--- src/rtl/config_latch_prog_ctrl.sv ---
// Sequences one config word per row onto the bl bus and pulses that row's wl line.
// Latency: accept->wl rise SETUP_CYCLES, row period 1+SETUP+WL+HOLD; backpressure: in_ready only in LOAD.
module config_latch_prog_ctrl #(
    parameter int NUM_ROWS     = 8,
    parameter int BL_WIDTH     = 16,
    parameter int SETUP_CYCLES = 1,
    parameter int WL_CYCLES    = 2,
    parameter int HOLD_CYCLES  = 1
) (
    input  logic                clk,
    input  logic                resetb,
    input  logic                start,
    input  logic                abort,
    input  logic [BL_WIDTH-1:0] in_data,
    input  logic                in_valid,
    output logic                in_ready,
    output logic [BL_WIDTH-1:0] bl,
    output logic [NUM_ROWS-1:0] wl,
    output logic                busy,
    output logic                done
);

    localparam int RW   = $clog2(NUM_ROWS);
    localparam int MAXS = (SETUP_CYCLES > HOLD_CYCLES) ? SETUP_CYCLES : HOLD_CYCLES;
    localparam int MAXC = (WL_CYCLES > MAXS) ? WL_CYCLES : MAXS;
    localparam int CW   = (MAXC > 1) ? $clog2(MAXC) : 1;

    localparam logic [RW-1:0]       LAST_ROW   = RW'(NUM_ROWS - 1);
    localparam logic [CW-1:0]       SETUP_LAST = CW'(SETUP_CYCLES - 1);
    localparam logic [CW-1:0]       WL_LAST    = CW'(WL_CYCLES - 1);
    localparam logic [CW-1:0]       HOLD_LAST  = CW'(HOLD_CYCLES - 1);
    localparam logic [NUM_ROWS-1:0] WL_ONE     = NUM_ROWS'(1);

    typedef enum logic [2:0] {
        IDLE,
        LOAD,
        SETUP,
        PULSE,
        HOLD,
        DONE
    } state_t;

    state_t              state, state_n;
    logic [RW-1:0]       row, row_n;
    logic [CW-1:0]       cnt, cnt_n;
    logic [BL_WIDTH-1:0] bl_n;
    logic [NUM_ROWS-1:0] wl_n, wl_sel;
    logic                in_ready_n, busy_n, done_n;

    assign wl_sel = WL_ONE << row;

    // wl, in_ready and done default low so each state only raises what it owns.
    always_comb begin
        state_n    = state;
        row_n      = row;
        cnt_n      = cnt;
        bl_n       = bl;
        wl_n       = '0;
        in_ready_n = 1'b0;
        busy_n     = busy;
        done_n     = 1'b0;
        case (state)
            IDLE: begin
                if (start) begin
                    state_n    = LOAD;
                    row_n      = '0;
                    busy_n     = 1'b1;
                    in_ready_n = 1'b1;
                end
            end
            LOAD: begin
                if (in_valid && in_ready) begin
                    bl_n    = in_data;
                    cnt_n   = '0;
                    state_n = SETUP;
                end else begin
                    in_ready_n = 1'b1;
                end
            end
            SETUP: begin
                if (cnt == SETUP_LAST) begin
                    cnt_n   = '0;
                    wl_n    = wl_sel;
                    state_n = PULSE;
                end else begin
                    cnt_n = cnt + 1'b1;
                end
            end
            PULSE: begin
                if (cnt == WL_LAST) begin
                    cnt_n   = '0;
                    state_n = HOLD;
                end else begin
                    cnt_n = cnt + 1'b1;
                    wl_n  = wl_sel;
                end
            end
            HOLD: begin
                if (cnt == HOLD_LAST) begin
                    cnt_n = '0;
                    if (row == LAST_ROW) begin
                        state_n = DONE;
                        done_n  = 1'b1;
                        busy_n  = 1'b0;
                        bl_n    = '0;
                        row_n   = '0;
                    end else begin
                        row_n      = row + 1'b1;
                        in_ready_n = 1'b1;
                        state_n    = LOAD;
                    end
                end else begin
                    cnt_n = cnt + 1'b1;
                end
            end
            DONE: begin
                state_n = IDLE;
            end
            default: begin
                state_n = IDLE;
            end
        endcase
        // Abort overrides everything decided above, including a same-cycle accept.
        if (abort && (state != IDLE)) begin
            state_n    = IDLE;
            row_n      = '0;
            cnt_n      = '0;
            bl_n       = '0;
            wl_n       = '0;
            in_ready_n = 1'b0;
            busy_n     = 1'b0;
            done_n     = 1'b0;
        end
    end

    always_ff @(posedge clk) begin
        if (!resetb) begin
            state    <= IDLE;
            row      <= '0;
            cnt      <= '0;
            bl       <= '0;
            wl       <= '0;
            in_ready <= 1'b0;
            busy     <= 1'b0;
            done     <= 1'b0;
        end else begin
            state    <= state_n;
            row      <= row_n;
            cnt      <= cnt_n;
            bl       <= bl_n;
            wl       <= wl_n;
            in_ready <= in_ready_n;
            busy     <= busy_n;
            done     <= done_n;
        end
    end

endmodule

--- config.mk ---
export PLATFORM = sky130hd
export DESIGN_NAME = config_latch_prog_ctrl
export DESIGN_NICKNAME = d
export VERILOG_FILES = /design/src/rtl/config_latch_prog_ctrl.sv
export SDC_FILE = /design/constraint.sdc
export NUM_CORES = 1
export LEC_CHECK = 0
export ABC_AREA = 1
export CAP_MARGIN = 20
export CORE_MARGIN = 8
export CORE_UTILIZATION = 30
export CTS_CLUSTER_DIAMETER = 40
export DETAILED_ROUTE_END_ITERATION = 10
export PLACE_DENSITY = 0.67
export RECOVER_POWER = 100
export SETUP_SLACK_MARGIN = 0.4
export SYNTH_ARGS = -nofsm -noshare
export SYNTH_HDL_FRONTEND = slang
export SYNTH_SLANG_ARGS = --single-unit
--- constraint.sdc ---
create_clock -name clk -period 1.7 [get_ports clk]
set_input_delay 0.17 -clock clk [delete_from_list [all_inputs] [get_ports clk]]
set_output_delay 0.17 -clock clk [all_outputs]
set_load 0.01 [all_outputs]
==> results.sh, run 1 <==
export IMPL_vdd_drop_max_uv=747
export IMPL_htreeDepth=2
export IMPL_post_drt_wl_per_cell_um=14.5
export IMPL_drc_errors=0
export IMPL_relSlewSlack_pct=83.9
export IMPL_status="completed"
export IMPL_use_met3_pct=4.32
export IMPL_drtIter0Drc=71
export IMPL_initial_utilization_pct=30.4
export IMPL_worstMarginPinSlew_ns=0.242
export IMPL_place_inst=338
export IMPL_cap_viol_max_count=0
export IMPL_synth_top_area_share_pct=41.7
export IMPL_yosysMostFrequentCell="nand2_1"
export IMPL_port_buffers=47
export IMPL_io_pins=48
export IMPL_syn_inst=227
export IMPL_finalCritPeriodShare_pct=86.9
export IMPL_die_area_um2=8060
export IMPL_gp_congestion=0.882
export IMPL_grt_max_degree=35
export IMPL_seq_area_frac_synth_pct=41.7
export IMPL_p_leak_nw=1.30
export IMPL_die_y_um=89.8
export IMPL_diodes=0
export IMPL_cts_sinks=34
export IMPL_synth_distinct_cells=19
export IMPL_arrival_ns=1.65
export IMPL_nFillCells=496
export IMPL_start_kind="register"
export IMPL_postRouteAntennaNets=0
export IMPL_crit_required_ns=1.87
export IMPL_powerDensity_nw_per_um2=1760
export IMPL_clkTransAtPathRegs_ns=0.07
export IMPL_dr_total_vias=1760
export IMPL_grt_busiest_layer="met2"
export IMPL_rsz0062_at_grt="yes"
export IMPL_hold_class="register to register"
export IMPL_synth_edf_count=0
export IMPL_synth_area_um2=1630
export IMPL_async_flop_share_pct=0
export IMPL_hold_slack_ns=0.476
export IMPL_min_period_ns=1.48
export IMPL_grt_pass1_vias=1536
export IMPL_ys_ff_latch=34
export IMPL_netlist_top_cells_count="nand2_1 (51), nor2_1 (42), dfxtp_1 (34)"
export IMPL_cts_tree="done"
export IMPL_met2_usage_pct=17.7
export IMPL_drive_gt1_share_pct=29.3
export IMPL_rows=27
export IMPL_grt_pass1_wl_um=7230
export IMPL_clk_latency_ns=0.29
export IMPL_syn_nets=253
export IMPL_viasPerCell=4.73
export IMPL_synth_flop_cell="dfxtp_1"
export IMPL_core_area_um2=5370
export IMPL_cts_made_buffers=5
export IMPL_use_met1_pct=12.4
export IMPL_fp_dieW_um=89.8
export IMPL_synth_avg_cell_area_um2=7.20
export IMPL_place_hpwl_um=2890
export IMPL_area_growth_pct=68.3
export IMPL_path_max_fanout=6
export IMPL_yosys_warnings=0
export IMPL_fmax_ghz=0.677
export IMPL_grt_use_total_pct=10.9
export IMPL_critical_path_class="register to register"
export IMPL_final_hold_viol_count=0
export IMPL_drt_wl_total_um=5400
export IMPL_cp_end_kind="register"
export IMPL_antenna_found_initial=0
export IMPL_clock_skew_final_ns=0.00432
export IMPL_fin_cells=372
export IMPL_nNetsFinal=325
export IMPL_tns_ns=0
export IMPL_synth_area_leader_cell="dfxtp_1"
export IMPL_setup_violations=0
export IMPL_drv_slew=0
export IMPL_firstDrtPassIters=4
export IMPL_synth_area_leaders="dfxtp_1 (42%), nand2_1 (12%), nor2_1 (9.6%)"
export IMPL_clockRootBuffer="clkbuf_8"
export IMPL_gr_total_overflow=0
export IMPL_ctsLongestPathBuffers=2
## layout make-up
type,instances,area [µm²],area share [%]
clock buffer,5,68.8,2.50
clock inverter,3,40.0,1.46
inverter,21,98.8,3.59
multi-input combinational,164,1020,37.0
sequential,34,691,25.1
tap,72,90.1,3.28
timing repair buffer,73,743,27.0
## per-stage QoR
step	util (%)	instance area, µm²	worst slack (ns)	power, mW
floorplan	-	1630	0.408	2.48
global placement	39.5	2120	0.204	2.99
detailed placement	39.5	2120	0.199	3.01
CTS	44.8	2400	0.392	3.93
global route	51.2	2750	0.159	5.17
finish	51.2	2750	0.222	4.84
## kinds of logic (layout without fill, tap and decap cells)
family | count (synthesis) | in the layout | synth area share [%]
and+or+nand+nor | 130 | 133 | 35.2
DFF | 34 | 34 | 41.7
buffers and inverters | 32 | 102 | 11.3
AOI/OAI and AO/OA | 26 | 26 | 7.96
adders and majority gates | 5 | 5 | 3.83
## critical path, stage by stage (launching register included)
cell and delay (ns):
dfxtp_2 0.34, ha_1 0.23, ha_1 0.27, nand2_8 0.18
nand2_1 0.07, nor3_1 0.21, nor2_1 0.07
## repair_timing
item	CTS	global route
setup buffers	9	10
endpoints found under the setup margin	57	33
hold buffers	0	0
pin swaps	7	35
cloned	2	5
resized for setup	52	63
## worst paths after layout
check | end | start | slack (ns) | depth (start not counted)
max reg2reg | state[2] | row[0] | 0.22 | 6
max | state[2] | row[0] | 0.22 | 6
min reg2reg | bl[1] | bl[1] | 0.48 | 2
min | bl[1] | bl[1] | 0.48 | 2
## registers in the layout, indices dropped and copies added, names as in the netlist
name      flops
bl           16
wl            8
row           3
state         3
busy          1
cnt           1
done          1
in_ready      1
## power by group
group	internal, mW	switching [mW]	total [mW]	leakage (nW)
sequential	1.04	0.204	1.24	0.279
clock	0.431	0.297	0.728	0.0579
combinational	1.33	1.55	2.87	0.966
total	2.79	2.05	4.84	1.30
## layer usage
metal,routed length (µm),vias up
li1,-,868
met1,2100,823
met2,2820,59
met3,375,10
met4,100,0
met5,0,-
## placed cells by master (no fill, tap or decap), drive strengths merged
| cell | n |
|---|---|
| nand2 | 59 |
| buf | 24 |
| clkdlybuf4s50 | 20 |
| nand3 | 26 |
| nor2 | 43 |
| inv | 21 |
| clkinv | 2 |
| o21ai | 5 |
| dfxtp | 34 |
| clkbuf | 7 |
| dlygate4sd2 | 27 |
| ha | 5 |
| nand4 | 3 |
| nor3 | 2 |
| a21oi | 21 |
| bufinv | 1 |
Note: power is estimated with default switching activity, not from simulation.
==> run 2, diff against run 1 <==
- CTS_CLUSTER_SIZE: unset -> 14
- PLACE_DENSITY: 0.67 -> unset
- PLACE_DENSITY_LB_ADDON: unset -> 0.1
==> results.sh, run 2 (synthesized netlist as in run 1, its figures left out) <==
export IMPL_cp_slowest_cell="dfxtp_1"
export IMPL_relSlewSlack_pct=80.8
export IMPL_core_area_um2=5370
export IMPL_firstDrtPassIters=4
export IMPL_cap_viol_max_count=0
export IMPL_clockRootBuffer="clkbuf_8"
export IMPL_place_area_um2=2130
export IMPL_hold_class="register to register"
export IMPL_postRouteAntennaNets=0
export IMPL_grt_pass1_wl_um=7110
export IMPL_crit_required_ns=1.88
export IMPL_largestRegisters="bl (16), wl (8)"
export IMPL_diodes=0
export IMPL_cp_end_kind="register"
export IMPL_p_leak_nw=1.19
export IMPL_die_y_um=89.8
export IMPL_initial_utilization_pct=30.4
export IMPL_place_hpwl_um=2980
export IMPL_grt_use_total_pct=10.7
export IMPL_layout_commonest_cell="nand2_1"
export IMPL_path_max_fanout=18
export IMPL_vdd_drop_max_uv=869
export IMPL_slowest_delay_ns=0.49
export IMPL_cts_made_buffers=5
export IMPL_status="completed"
export IMPL_setup_violations=0
export IMPL_clkTransAtPathRegs_ns=0.07
export IMPL_crit_path_cell_trace="nor2_4 -> nand2_4 -> buf_6 -> nand2_1 -> o21ai_0 -> nand2_1 -> nand2_1 -> nor2_1"
export IMPL_arrival_ns=1.61
export IMPL_setup_slack_ns=0.275
export IMPL_cts_sinks=34
export IMPL_cts_tree="done"
export IMPL_tns_ns=0
export IMPL_drtIter0Drc=49
export IMPL_p_total_mw=4.10
export IMPL_worstMarginPinSlew_ns=0.288
export IMPL_drive_gt1_share_pct=21.1
export IMPL_antenna_found_initial=0
export IMPL_powerDensity_nw_per_um2=1630
export IMPL_rsz0062_at_grt="yes"
export IMPL_drv_slew=0
export IMPL_area_growth_pct=53.5
export IMPL_hold_start="bl[3]"
export IMPL_post_drt_wl_per_cell_um=12.6
export IMPL_clock_skew_final_ns=0.00396
export IMPL_start_kind="register"
export IMPL_io_pins=48
export IMPL_fin_area_um2=2510
export IMPL_critical_path_class="register to register"
export IMPL_cp_depth=8
export IMPL_fp_dieW_um=89.8
export IMPL_gp_congestion=0.856
export IMPL_fmax_ghz=0.702
export IMPL_die_area_um2=8060
export IMPL_clk_latency_ns=0.29
export IMPL_cpMostUsedCell="nand2_1"
export IMPL_min_path_cells=2
export IMPL_r2r_start="state[0]"
export IMPL_port_buffers=47
export IMPL_dr_total_vias=1593
export IMPL_cts_hold_buffers=0
export IMPL_largest_register_ffs=16
export IMPL_nNetsFinal=314
export IMPL_grt_pass1_vias=1474
export IMPL_crit_buf_inv=1
export IMPL_drt_wl_total_um=4540
export IMPL_viasPerCell=4.41
export IMPL_top_register="bl"
export IMPL_grt_max_degree=35
export IMPL_gr_total_overflow=0
export IMPL_finalCritPeriodShare_pct=83.8
export IMPL_ctsLongestPathBuffers=2
export IMPL_final_cell_mix="nand2_1 (49), nor2_1 (40), dfxtp_1 (29)"
export IMPL_htreeDepth=2
export IMPL_min_period_ns=1.43
export IMPL_final_hold_viol_count=0
export IMPL_crit_family="flip-flops"
export IMPL_rows=27
export IMPL_dp_slack_ns=0.204
export IMPL_startpoint="state[0]"
export IMPL_drc_errors=0
export IMPL_r2r_cells=8
[run 2: cell count changes in the layout (fill, tap and decap cells not counted), sizes merged]
cell           delta
clkinvlp          +2
buf              -10
clkbuf            -1
clkinv            -2
clkdlybuf4s25     +1
dlygate4sd2       -1
[run 2: repair_timing]
item	CTS	global route
gates cloned	1	2
pin swaps	6	13
gates resized for setup	44	31
buffers inserted	7	4
setup endpoints to repair	57	35
[run 2: area by class of cell]
class                           count  area (µm²)
Clock inverter                      3        45.0
Clock buffer                        5        68.8
Multi-Input combinational cell    164         960
Fill cell                         559        2860
Inverter                           21        86.3
Tap cell                           72        90.1
Timing Repair Buffer               62         567
Sequential cell                    34         692
[run 2: worst paths after layout]
path,endpoint,slack [ns]
worst max-delay path,cnt,0.27
worst min-delay path,bl[3],0.48
worst max register to register,cnt,0.27
worst min register to register,bl[3],0.48
[run 2: power by group]
| group | leakage [nW] | switching [mW] | internal [mW] |
|---|---|---|---|
| registers | 0.280 | 0.194 | 1.04 |
| clock network | 0.0504 | 0.312 | 0.436 |
| logic | 0.863 | 1.22 | 0.900 |
[run 2: worst register-to-register path, delay by kind of cell (launching register included)]
kind | cells | cell delay, ns
and+or+nand+nor | 6 | 0.42
buffers and inverters | 1 | 0.18
AOI/OAI and AO/OA | 1 | 0.22
DFF | 1 | 0.49
[run 2: per-stage QoR]
stage	hold slack, ns	std cells	utilization, %
2_1_floorplan	0.348	227	-
3_3_place_gp	0.466	339	39.7
3_5_place_dp	0.475	339	39.7
4_1_cts	0.486	355	43.4
5_1_grt	0.501	361	46.7
6_report	0.480	361	46.7
[run 2: layer usage]
layer | wire [µm] | vias to the layer above | global-route usage [%]
li1 | - | 846 | -
met1 | 2080 | 705 | 12.9
met2 | 2150 | 38 | 16.4
met3 | 266 | 4 | 4.32
met4 | 49 | 0 | 3.95
met5 | 0 | - | 0
==> run 3, diff against run 2 <==
- clock period: 1.7 -> 1.15 ns (I/O delays scaled with it)
==> results.sh, run 3 (synthesized netlist as in run 1, its figures left out) <==
export IMPL_drv_slew=0
export IMPL_postRouteAntennaNets=0
export IMPL_relSlewSlack_pct=86.1
export IMPL_powerDensity_nw_per_um2=2530
export IMPL_p_comb_share_pct=58.7
export IMPL_clock_skew_final_ns=0.00684
export IMPL_slowest_delay_ns=0.37
export IMPL_dr_total_vias=1723
export IMPL_finalCritPeriodShare_pct=116
export IMPL_hold_class="input pin to register"
export IMPL_post_drt_wl_per_cell_um=12.7
export IMPL_crit_path_cell_trace="nor2_4 -> nand3_2 -> nand2_4 -> inv_8 -> clkbuf_16 -> a21oi_1 -> nor2_1"
export IMPL_port_buffers=47
export IMPL_p_int_mw=4.33
export IMPL_worstMarginPinSlew_ns=0.206
export IMPL_cap_viol_max_count=0
export IMPL_layout_commonest_cell="nand2_1"
export IMPL_gr_total_overflow=0
export IMPL_p_clk_share_pct=14.9
export IMPL_p_leak_nw=1.31
export IMPL_arrival_ns=1.51
export IMPL_drc_errors=0
export IMPL_critical_path_class="register to register"
export IMPL_final_cell_mix="nand2_1 (46), nor2_1 (38), buf_4 (30)"
export IMPL_drive_gt1_share_pct=45.5
export IMPL_grt_pass1_vias=1624
export IMPL_diodes=0
export IMPL_cts_hold_buffers=0
export IMPL_cp_slowest_cell="dfxtp_4"
export IMPL_switching_power_mw=2.86
export IMPL_clockRootBuffer="clkbuf_8"
export IMPL_final_hold_viol_count=0
export IMPL_clk_latency_ns=0.28
export IMPL_top_register="bl"
export IMPL_die_y_um=89.8
export IMPL_cp_end_kind="register"
export IMPL_clkTransAtPathRegs_ns=0.07
export IMPL_largest_register_ffs=16
export IMPL_nNetsFinal=339
export IMPL_htreeDepth=2
export IMPL_setup_violations=34
export IMPL_die_area_um2=8060
export IMPL_status="complete, but fails checks"
export IMPL_cts_tree="done"
export IMPL_cts_made_buffers=5
export IMPL_rows=27
export IMPL_start_kind="register"
export IMPL_cts_sinks=34
export IMPL_grt_pass1_wl_um=7560
export IMPL_seqPwrFrac_pct=26.4
export IMPL_place_hpwl_um=3210
export IMPL_grt_max_degree=33
export IMPL_path_max_fanout=6
export IMPL_setup_slack_ns=-0.190
export IMPL_antenna_found_initial=0
export IMPL_area_growth_pct=73.7
export IMPL_p_total_mw=7.19
export IMPL_gp_congestion=0.769
export IMPL_grt_use_total_pct=11.2
export IMPL_largestRegisters="bl (16), wl (8)"
export IMPL_postLayoutCoreUtil_pct=52.8
export IMPL_drtIter0Drc=43
export IMPL_violations="negative setup slack"
export IMPL_vdd_drop_max_uv=1140
export IMPL_min_period_ns=1.34
export IMPL_rsz0062_at_grt="yes"
export IMPL_ctsLongestPathBuffers=2
export IMPL_core_area_um2=5370
export IMPL_viasPerCell=4.46
export IMPL_io_pins=48
export IMPL_drt_wl_total_um=4900
export IMPL_fmax_ghz=0.746
export IMPL_firstDrtPassIters=4
export IMPL_p_sw_share_pct=39.8
export IMPL_initial_utilization_pct=30.4
export IMPL_crit_required_ns=1.32
export IMPL_fp_dieW_um=89.8
run 3: changes by cell type in the layout (fill, tap and decap cells not counted), moves of 4 or more:
cell	delta
buf_4	+18
a21oi_1	-4
dlygate4sd2_1	-26
dfxtp_2	+19
dfxtp_1	-19
buf_6	+24
buf_2	+7
run 3: routing by layer:
metal / GRT usage (%) / vias up / part of all wire [%]
met1: 13.0 / 782 / 45
met2: 17.7 / 34 / 47
li1: - / 896 / -
met4: 5.36 / 0 / 2.4
met3: 4.16 / 11 / 5.7
met5: 0 / - / 0
run 3: power by group through the flow:
stage          clock network (mW)  registers (mW)  logic (mW)
2_1_floorplan                   0            1.84        1.90
3_3_place_gp                    0            1.77        3.09
3_5_place_dp                    0            1.76        3.09
4_1_cts                      1.11            1.87        3.43
5_1_grt                      1.16            1.96        4.63
6_report                     1.07            1.90        4.22
run 3: path summary, 6_finish.rpt:
kind,from,end,slack [ns],cells past startpoint
max reg2reg,state[1],bl[13],-0.19,7
max,state[1],bl[13],-0.19,7
min,in_data[4],bl[4],0.48,5
min reg2reg,bl[10],bl[10],0.48,2
run 3: critical path: cells and delay by family, from the launching register on:
kind | cells | cell delay (ns)
buf+inv | 2 | 0.22
simple gates | 4 | 0.53
compound gates | 1 | 0.13
flops | 1 | 0.37
run 3: stage by stage:
stage | TNS [ns] | hold slack (ns) | instances | cell area [µm²] | worst slack, ns
final | -4.49 | 0.478 | 386 | 2840 | -0.190
after CTS | -3.24 | 0.481 | 374 | 2570 | -0.131
after global placement | -6.27 | 0.462 | 359 | 2310 | -0.233
after global routing | -7.67 | 0.501 | 386 | 2840 | -0.277
after floorplan | -2.75 | 0.293 | 227 | 1680 | -0.125
after detailed placement | -6.44 | 0.467 | 359 | 2310 | -0.246
run 3: final cells by class:
| class | instances | area (µm²) |
|---|---|---|
| well taps | 72 | 90.1 |
| inverters | 21 | 93.8 |
| repair buffers | 87 | 831 |
| fillers | 508 | 2530 |
| clock buffers | 5 | 68.8 |
| multi-input cells | 164 | 998 |
| flip-flops and latches | 34 | 716 |
| clock inverters | 3 | 40.0 |
run 3: timing repair:
action	in CTS	in global routing
buffers inserted	7	7
resized for setup	170	33
pin swaps	5	18
cloned	0	5
setup endpoints to repair	61	61
